**config.mk**
```make
export PLATFORM = sky130hd
export DESIGN_NAME = ifetch
export DESIGN_NICKNAME = d
export VERILOG_FILES = /design/src/rtl/ifetch.sv
export SDC_FILE = /design/constraint.sdc
export NUM_CORES = 1
export LEC_CHECK = 0
export ABC_AREA = 1
export BUFFER_PORTS_ARGS = -buffer_cell sky130_fd_sc_hd__buf_4
export CORE_ASPECT_RATIO = 1.75
export CORE_MARGIN = 2
export CORE_UTILIZATION = 50
export CTS_CLUSTER_DIAMETER = 50
export CTS_CLUSTER_SIZE = 20
export DETAILED_ROUTE_END_ITERATION = 16
export GPL_ROUTABILITY_DRIVEN = 0
export MAX_ROUTING_LAYER = met4
export PLACE_DENSITY_LB_ADDON = 0.1
export SLEW_MARGIN = 40
export SYNTH_ARGS = -nofsm -noshare
export SYNTH_HDL_FRONTEND = slang
export SYNTH_SLANG_ARGS = --single-unit
```
**constraint.sdc**
```tcl
create_clock -name clk -period 4.5 [get_ports clk]
set_input_delay 0.45 -clock clk [delete_from_list [all_inputs] [get_ports clk]]
set_output_delay 0.45 -clock clk [all_outputs]
set_load 0.01 [all_outputs]
```
**src/rtl/ifetch.sv**
```systemverilog
// Instruction fetch stage.
// Holds the PC, issues in-order word fetches over a req/gnt + rvalid interface,
// buffers up to DEPTH {pc,instr} pairs and presents them to decode over
// valid/ready. Accepted control-flow redirects flush the wrong path. Responses
// that were already in flight for that path are counted in drop_cnt and
// discarded when they arrive.
//
// Ports:
//   clk, rst                        clock, synchronous active-high reset
//   f_imem_req_o / f_imem_addr_o    fetch request and word address (= pc_q)
//   f_imem_gnt_i                    request accepted this cycle
//   f_imem_rvalid_i/f_imem_rdata_i  in-order response
//   f_valid_o / f_ready_i           head-entry handshake with decode
//   f_instr_o / f_pc_o              head instruction and pc (NOP / 0 when idle)
//   d_branch_i, d_jump_jal_i, d_jump_jalr_i and d_pc_*_i
//                                   redirect requests and targets from decode
module ifetch #(
    parameter logic [63:0] RESET_PC = 64'h0000_0000_8000_0000,
    parameter int unsigned DEPTH    = 2
) (
    input  logic        clk,
    input  logic        rst,
    output logic        f_imem_req_o,
    output logic [63:0] f_imem_addr_o,
    input  logic        f_imem_gnt_i,
    input  logic        f_imem_rvalid_i,
    input  logic [31:0] f_imem_rdata_i,
    output logic        f_valid_o,
    input  logic        f_ready_i,
    output logic [31:0] f_instr_o,
    output logic [63:0] f_pc_o,
    input  logic        d_branch_i,
    input  logic [63:0] d_pc_b_i,
    input  logic        d_jump_jal_i,
    input  logic [63:0] d_pc_jal_i,
    input  logic        d_jump_jalr_i,
    input  logic [63:0] d_pc_jalr_i
);

    localparam int unsigned PW = $clog2(DEPTH);
    localparam int unsigned CW = PW + 1;
    localparam logic [31:0] NOP = 32'h0000_0013;
    localparam logic [CW:0] DEPTH_W = (CW + 1)'(DEPTH);

    typedef logic [CW-1:0] cnt_t;

    // Pointers carry one extra wrap bit so full and empty are distinguishable.
    logic [63:0] pc_q, pc_d;
    cnt_t        wr_ptr_q, wr_ptr_d;
    cnt_t        fill_ptr_q, fill_ptr_d;
    cnt_t        rd_ptr_q, rd_ptr_d;
    cnt_t        drop_cnt_q, drop_cnt_d;

    logic [63:0] buf_pc_q    [DEPTH];
    logic [31:0] buf_instr_q [DEPTH];

    cnt_t        alloc_cnt;
    cnt_t        unfilled_cnt;
    cnt_t        filled_cnt;
    logic [CW:0] occupied;
    logic        head_valid;
    logic        pop;
    logic        redirect;
    logic        alloc;
    logic        drop_rsp;
    logic        fill_rsp;
    logic [63:0] target;

    logic [PW-1:0] wr_idx, fill_idx, rd_idx;

    assign wr_idx   = wr_ptr_q[PW-1:0];
    assign fill_idx = fill_ptr_q[PW-1:0];
    assign rd_idx   = rd_ptr_q[PW-1:0];

    // All occupancy figures come from registered state only, so a pop does not
    // make room for a request in the same cycle.
    assign alloc_cnt    = wr_ptr_q - rd_ptr_q;
    assign unfilled_cnt = wr_ptr_q - fill_ptr_q;
    assign filled_cnt   = fill_ptr_q - rd_ptr_q;
    // Responses still owed for flushed entries also hold a slot.
    assign occupied     = {1'b0, alloc_cnt} + {1'b0, drop_cnt_q};

    assign head_valid = (filled_cnt != '0);
    assign pop        = head_valid & f_ready_i;
    assign redirect   = pop & (d_branch_i | d_jump_jal_i | d_jump_jalr_i);

    assign f_imem_req_o  = ~rst & (occupied < DEPTH_W) & ~redirect;
    assign f_imem_addr_o = pc_q;
    assign alloc         = f_imem_req_o & f_imem_gnt_i;

    assign drop_rsp = f_imem_rvalid_i & (drop_cnt_q != '0);
    // A response with nothing outstanding and nothing to drop is ignored.
    assign fill_rsp = f_imem_rvalid_i & (drop_cnt_q == '0) & (unfilled_cnt != '0);

    always_comb begin
        target = d_pc_b_i;
        if (d_jump_jalr_i) begin
            target = d_pc_jalr_i;
        end else if (d_jump_jal_i) begin
            target = d_pc_jal_i;
        end
        target[1:0] = 2'b00;
    end

    always_comb begin
        pc_d       = pc_q;
        wr_ptr_d   = wr_ptr_q + cnt_t'(alloc);
        fill_ptr_d = fill_ptr_q + cnt_t'(fill_rsp);
        rd_ptr_d   = rd_ptr_q + cnt_t'(pop);
        drop_cnt_d = drop_cnt_q - cnt_t'(drop_rsp);

        if (redirect) begin
            pc_d       = target;
            // Everything behind the control instruction is wrong-path; any of it
            // still waiting on memory must be discarded on arrival.
            drop_cnt_d = drop_cnt_q - cnt_t'(drop_rsp)
                         + (unfilled_cnt - cnt_t'(fill_rsp));
            wr_ptr_d   = rd_ptr_d;
            fill_ptr_d = rd_ptr_d;
        end else if (alloc) begin
            pc_d = pc_q + 64'd4;
        end
    end

    always_ff @(posedge clk) begin
        if (rst) begin
            pc_q       <= RESET_PC;
            wr_ptr_q   <= '0;
            fill_ptr_q <= '0;
            rd_ptr_q   <= '0;
            drop_cnt_q <= '0;
        end else begin
            pc_q       <= pc_d;
            wr_ptr_q   <= wr_ptr_d;
            fill_ptr_q <= fill_ptr_d;
            rd_ptr_q   <= rd_ptr_d;
            drop_cnt_q <= drop_cnt_d;
        end
    end

    // Payload storage needs no reset: pointers alone decide what is visible.
    always_ff @(posedge clk) begin
        if (alloc) begin
            buf_pc_q[wr_idx] <= pc_q;
        end
        if (fill_rsp) begin
            buf_instr_q[fill_idx] <= f_imem_rdata_i;
        end
    end

    assign f_valid_o = head_valid;
    assign f_instr_o = head_valid ? buf_instr_q[rd_idx] : NOP;
    assign f_pc_o    = head_valid ? buf_pc_q[rd_idx] : 64'd0;

endmodule

```
==> impl_metrics.sql <==
INSERT INTO impl_metrics (metric_group, metric, value, unit) VALUES
('detailed_routing', 'ant_nets', '0', ''),
('floorplanning', 'fp.dieArea', '28740', 'µm²'),
('detailed_routing', 'num_vias', '13030', ''),
('clocking', 'numClockSinks', '258', ''),
('logic_synthesis', 'synth_top_cells_by_count', '579 x sky130_fd_sc_hd__nand2_1, 188 x sky130_fd_sc_hd__edfxtp_1, 171 x sky130_fd_sc_hd__nor2_1, 149 x sky130_fd_sc_hd__a21oi_1, 115 x sky130_fd_sc_hd__nand3_1', ''),
('logic_synthesis', 'post-synth-top-area-fraction', '0.4129', ''),
('detailed_routing', 'routed_wire_per_std_cell', '17.96', 'µm'),
('timing', 'timing_hold_violations_final', '0', ''),
('power_and_ir_drop', 'leakage', '6.879', 'nW'),
('grt', 'groute.usage.overall', '0.2993', ''),
('placed_design', 'place_hpwl', '31.80', 'mm'),
('floorplanning', 'io_pins', '394', ''),
('power_and_ir_drop', 'power_switching', '3.915', 'mW'),
('critical_path', 'capturing_element_type_of_the_critical_path', 'output pin', ''),
('clocking', 'tritoncts', 'done', ''),
('layout', 'areaGrowthSynthToFinish', '25.69', '%'),
('clocking', 'cts_buffers', '17', ''),
('logic_synthesis', 'post_synth_inst_count', '1689', ''),
('logic_synthesis', 'yosys_warnings', '0', ''),
('power_and_ir_drop', 'maximum_resistive_drop_on_vdd', '0.0002990', 'V'),
('floorplanning', 'starting_density_of_the_core', '0.5041', ''),
('floorplanning', 'dieWidth', '129.0', 'µm'),
('status', 'run_status', 'finished, final reports clean', ''),
('timing', 'timing.setup.tns', '0', 'ps'),
('floorplanning', 'placeableCoreArea', '27130', 'µm²'),
('power_and_ir_drop', 'total_power', '9.482', 'mW'),
('timing', 'fin_crit_sh', '0.8484', ''),
('grt', 'number_of_antenna_violations_at_the_first_check_in_global_routing', '0', ''),
('grt', 'number_of_global_route_vias_before_repair', '12310', ''),
('timing', 'unrepaired_setup_endpoints_after_global_routing', 'false', ''),
('critical_path', 'cp_max_fo', '73', ''),
('floorplanning', 'die_height', '222.8', 'µm'),
('timing', 'achievable-frequency', '261.9', 'MHz'),
('critical_path', 'worst_ep_arrival_time', '3370', 'ps'),
('logic_synthesis', 'ys_dominant_reg_cell', 'sky130_fd_sc_hd__edfxtp_1', ''),
('placed_design', 'placed_area', '16690', 'µm²'),
('power_and_ir_drop', 'power_frac_clock', '0.157', ''),
('detailed_routing', 'drc_errors', '0', ''),
('clocking', 'worst_skew_pair.late_latency', '500', 'ps'),
('critical_path', 'crit_type', 'reg2out', ''),
('logic_synthesis', 'yosys.area.top_type', 'sky130_fd_sc_hd__edfxtp_1', ''),
('timing', 'normalized_max_slew_margin', '0.4524', ''),
('layout', 'final_nets', '2256', ''),
('logic_synthesis', 'synth-edff-count', '188', ''),
('detailed_routing', 'drtIter0Drc', '905', ''),
('logic_synthesis', 'sequential_fraction_of_the_synthesis_area', '0.5154', ''),
('power_and_ir_drop', 'share_seq_of_total_power', '0.389', ''),
('power_and_ir_drop', 'p_per_area', '551.8', 'nW/µm²'),
('timing', 'tightest_slew', '821.4', 'ps'),
('logic_synthesis', 'synthMostInstantiatedCell', 'sky130_fd_sc_hd__nand2_1', ''),
('clocking', 'cts_hold_buf', '0', ''),
('detailed_routing', 'drt-pass1-iter-count', '6', ''),
('worst_hold_path', 'worst_hold_path_type', 'in2reg', ''),
('logic_synthesis', 'synthesis.area_per_instance', '8.095', 'µm²'),
('logic_synthesis', 'synth.lib_cells_used.distinct', '42', ''),
('clocking', 'cts_repair_resize_count', '0', ''),
('power_and_ir_drop', 'power_report.internal_total', '5.568', 'mW'),
('grt', 'wire_length_of_the_first_global_routing_pass', '65.10', 'mm'),
('critical_path', 'start_kind', 'register', ''),
('detailed_routing', 'overall_routed_net_length', '42.95', 'mm'),
('detailed_routing', 'vias_per_cell', '5.448', ''),
('clocking', 'htreeDepth', '1', ''),
('clocking', 'cts_setup_buffers', '0', ''),
('timing', 'final.setup_skew', '13.51', 'ps'),
('power_and_ir_drop', 'power.switching_fraction', '0.4128', ''),
('clocking', 'worst_setup_hold_path_clk_slew', '80', 'ps'),
('timing', 'setup_viol', '0', ''),
('layout', 'drive_gt1_frac', '0.2235', ''),
('run', 'max_cap_violations', '0', ''),
('logic_synthesis', 'ys_ff_latch', '258', ''),
('logic_synthesis', 'ys_async_sr_fraction', '0', '');
[worst paths after layout]
path / from / endpoint / slack, ps / depth (start not counted)
hold / removal: f_imem_rdata_i[21] / buf_instr_q[0][21]$_DFFE_PP_ / 130 / 1
hold reg to reg: f_imem_addr_o[19]$_SDFFE_PP0P_ / buf_pc_q[0][19]$_DFFE_PP_ / 570 / 0
setup reg to reg: rd_ptr_q[0]$_SDFF_PP0_ / f_imem_addr_o[52]$_SDFFE_PP0P_ / 790 / 12
setup / recovery: rd_ptr_q[0]$_SDFF_PP0_ / f_instr_o[28] / 680 / 8
[stage by stage]
step / utilization / setup WS, ps / cells / hold slack (ps)
after floorplan: - / 477.3 / 1692 / 540.4
after global placement: 0.6152 / 855.0 / 2363 / 544.8
after detailed placement: 0.6153 / 813.7 / 2363 / 556.9
after CTS: 0.6335 / 619.7 / 2391 / 112.0
after global routing: 0.6335 / 445.9 / 2391 / 118.9
final: 0.6335 / 682.3 / 2391 / 131.2
[cell type report]
cell class,instances,area (µm²),share of cell area
sequential,258,7051,0.4103
multi-input combinational,1247,5812,0.3382
timing repair buffer,399,3024,0.1760
clock buffer,25,465.4,0.02708
tap,369,461.7,0.02687
inverter,90,342.8,0.01995
clock inverter,3,28.78,0.001675
[routing by layer]
| layer | GRT usage | routed length [µm] |
|---|---|---|
| met5 | - | 0 |
| met4 | 0.1578 | 2542 |
| met3 | 0.03275 | 2780 |
| met2 | 0.5190 | 21710 |
| met1 | 0.3346 | 15920 |
[registers in the layout, summed over array words and instances, names as in the netlist]
register,flops
drop_cnt_q,2
rd_ptr_q,2
buf_pc_q,124
fill_ptr_q,2
buf_instr_q,64
f_imem_addr_o,62
wr_ptr_q,2
[cell usage in the layout, fill, tap and decap left out, drive strengths merged]
| cell | count |
|---|---|
| clkinvlp | 1 |
| clkinv | 5 |
| nand2 | 584 |
| o211ai | 26 |
| and2 | 6 |
| o21ai | 66 |
| clkbuf | 25 |
| or2 | 4 |
| dfxtp | 70 |
| nand3b | 10 |
| o21bai | 3 |
| a21o | 1 |
| xor2 | 13 |
| nor3b | 1 |
| conb | 4 |
| edfxtp | 188 |
| xnor2 | 13 |
| nor2 | 180 |
| a21oi | 149 |
| nand4 | 19 |
| nand3 | 118 |
| o311ai | 19 |
| fa | 1 |
| nor3 | 6 |
| buf | 399 |
| inv | 87 |
| a31oi | 14 |
| ha | 10 |
[power groups by stage]
stage	registers [mW]	logic (mW)	clock network [mW]
6_report	3.68	4.31	1.49
5_1_grt	3.73	4.74	1.60
4_1_cts	3.67	4.34	1.53
3_5_place_dp	3.73	4.33	0
3_3_place_gp	3.71	4.27	0
2_1_floorplan	3.60	2.60	0
[critical path: stages, from the launching register on]
cell and delay, ps:
sky130_fd_sc_hd__dfxtp_4 540, sky130_fd_sc_hd__buf_4 680, sky130_fd_sc_hd__nand2_1 110, sky130_fd_sc_hd__nand2_1 110, sky130_fd_sc_hd__nand2_2 160, sky130_fd_sc_hd__clkinv_2 530
sky130_fd_sc_hd__buf_4 420, sky130_fd_sc_hd__a21oi_1 90, sky130_fd_sc_hd__buf_4 160
[logic make-up after synthesis]
family / synth area share
and+or+nand+nor: 0.2828
AOI/OAI and AO/OA: 0.1137
DFF: 0.5154
buffers and inverters: 0.06058
xor gates and xnor gates: 0.01665
adders and majority gates: 0.01061
other: 0.0002743
Power figures use the tool's default switching activity.
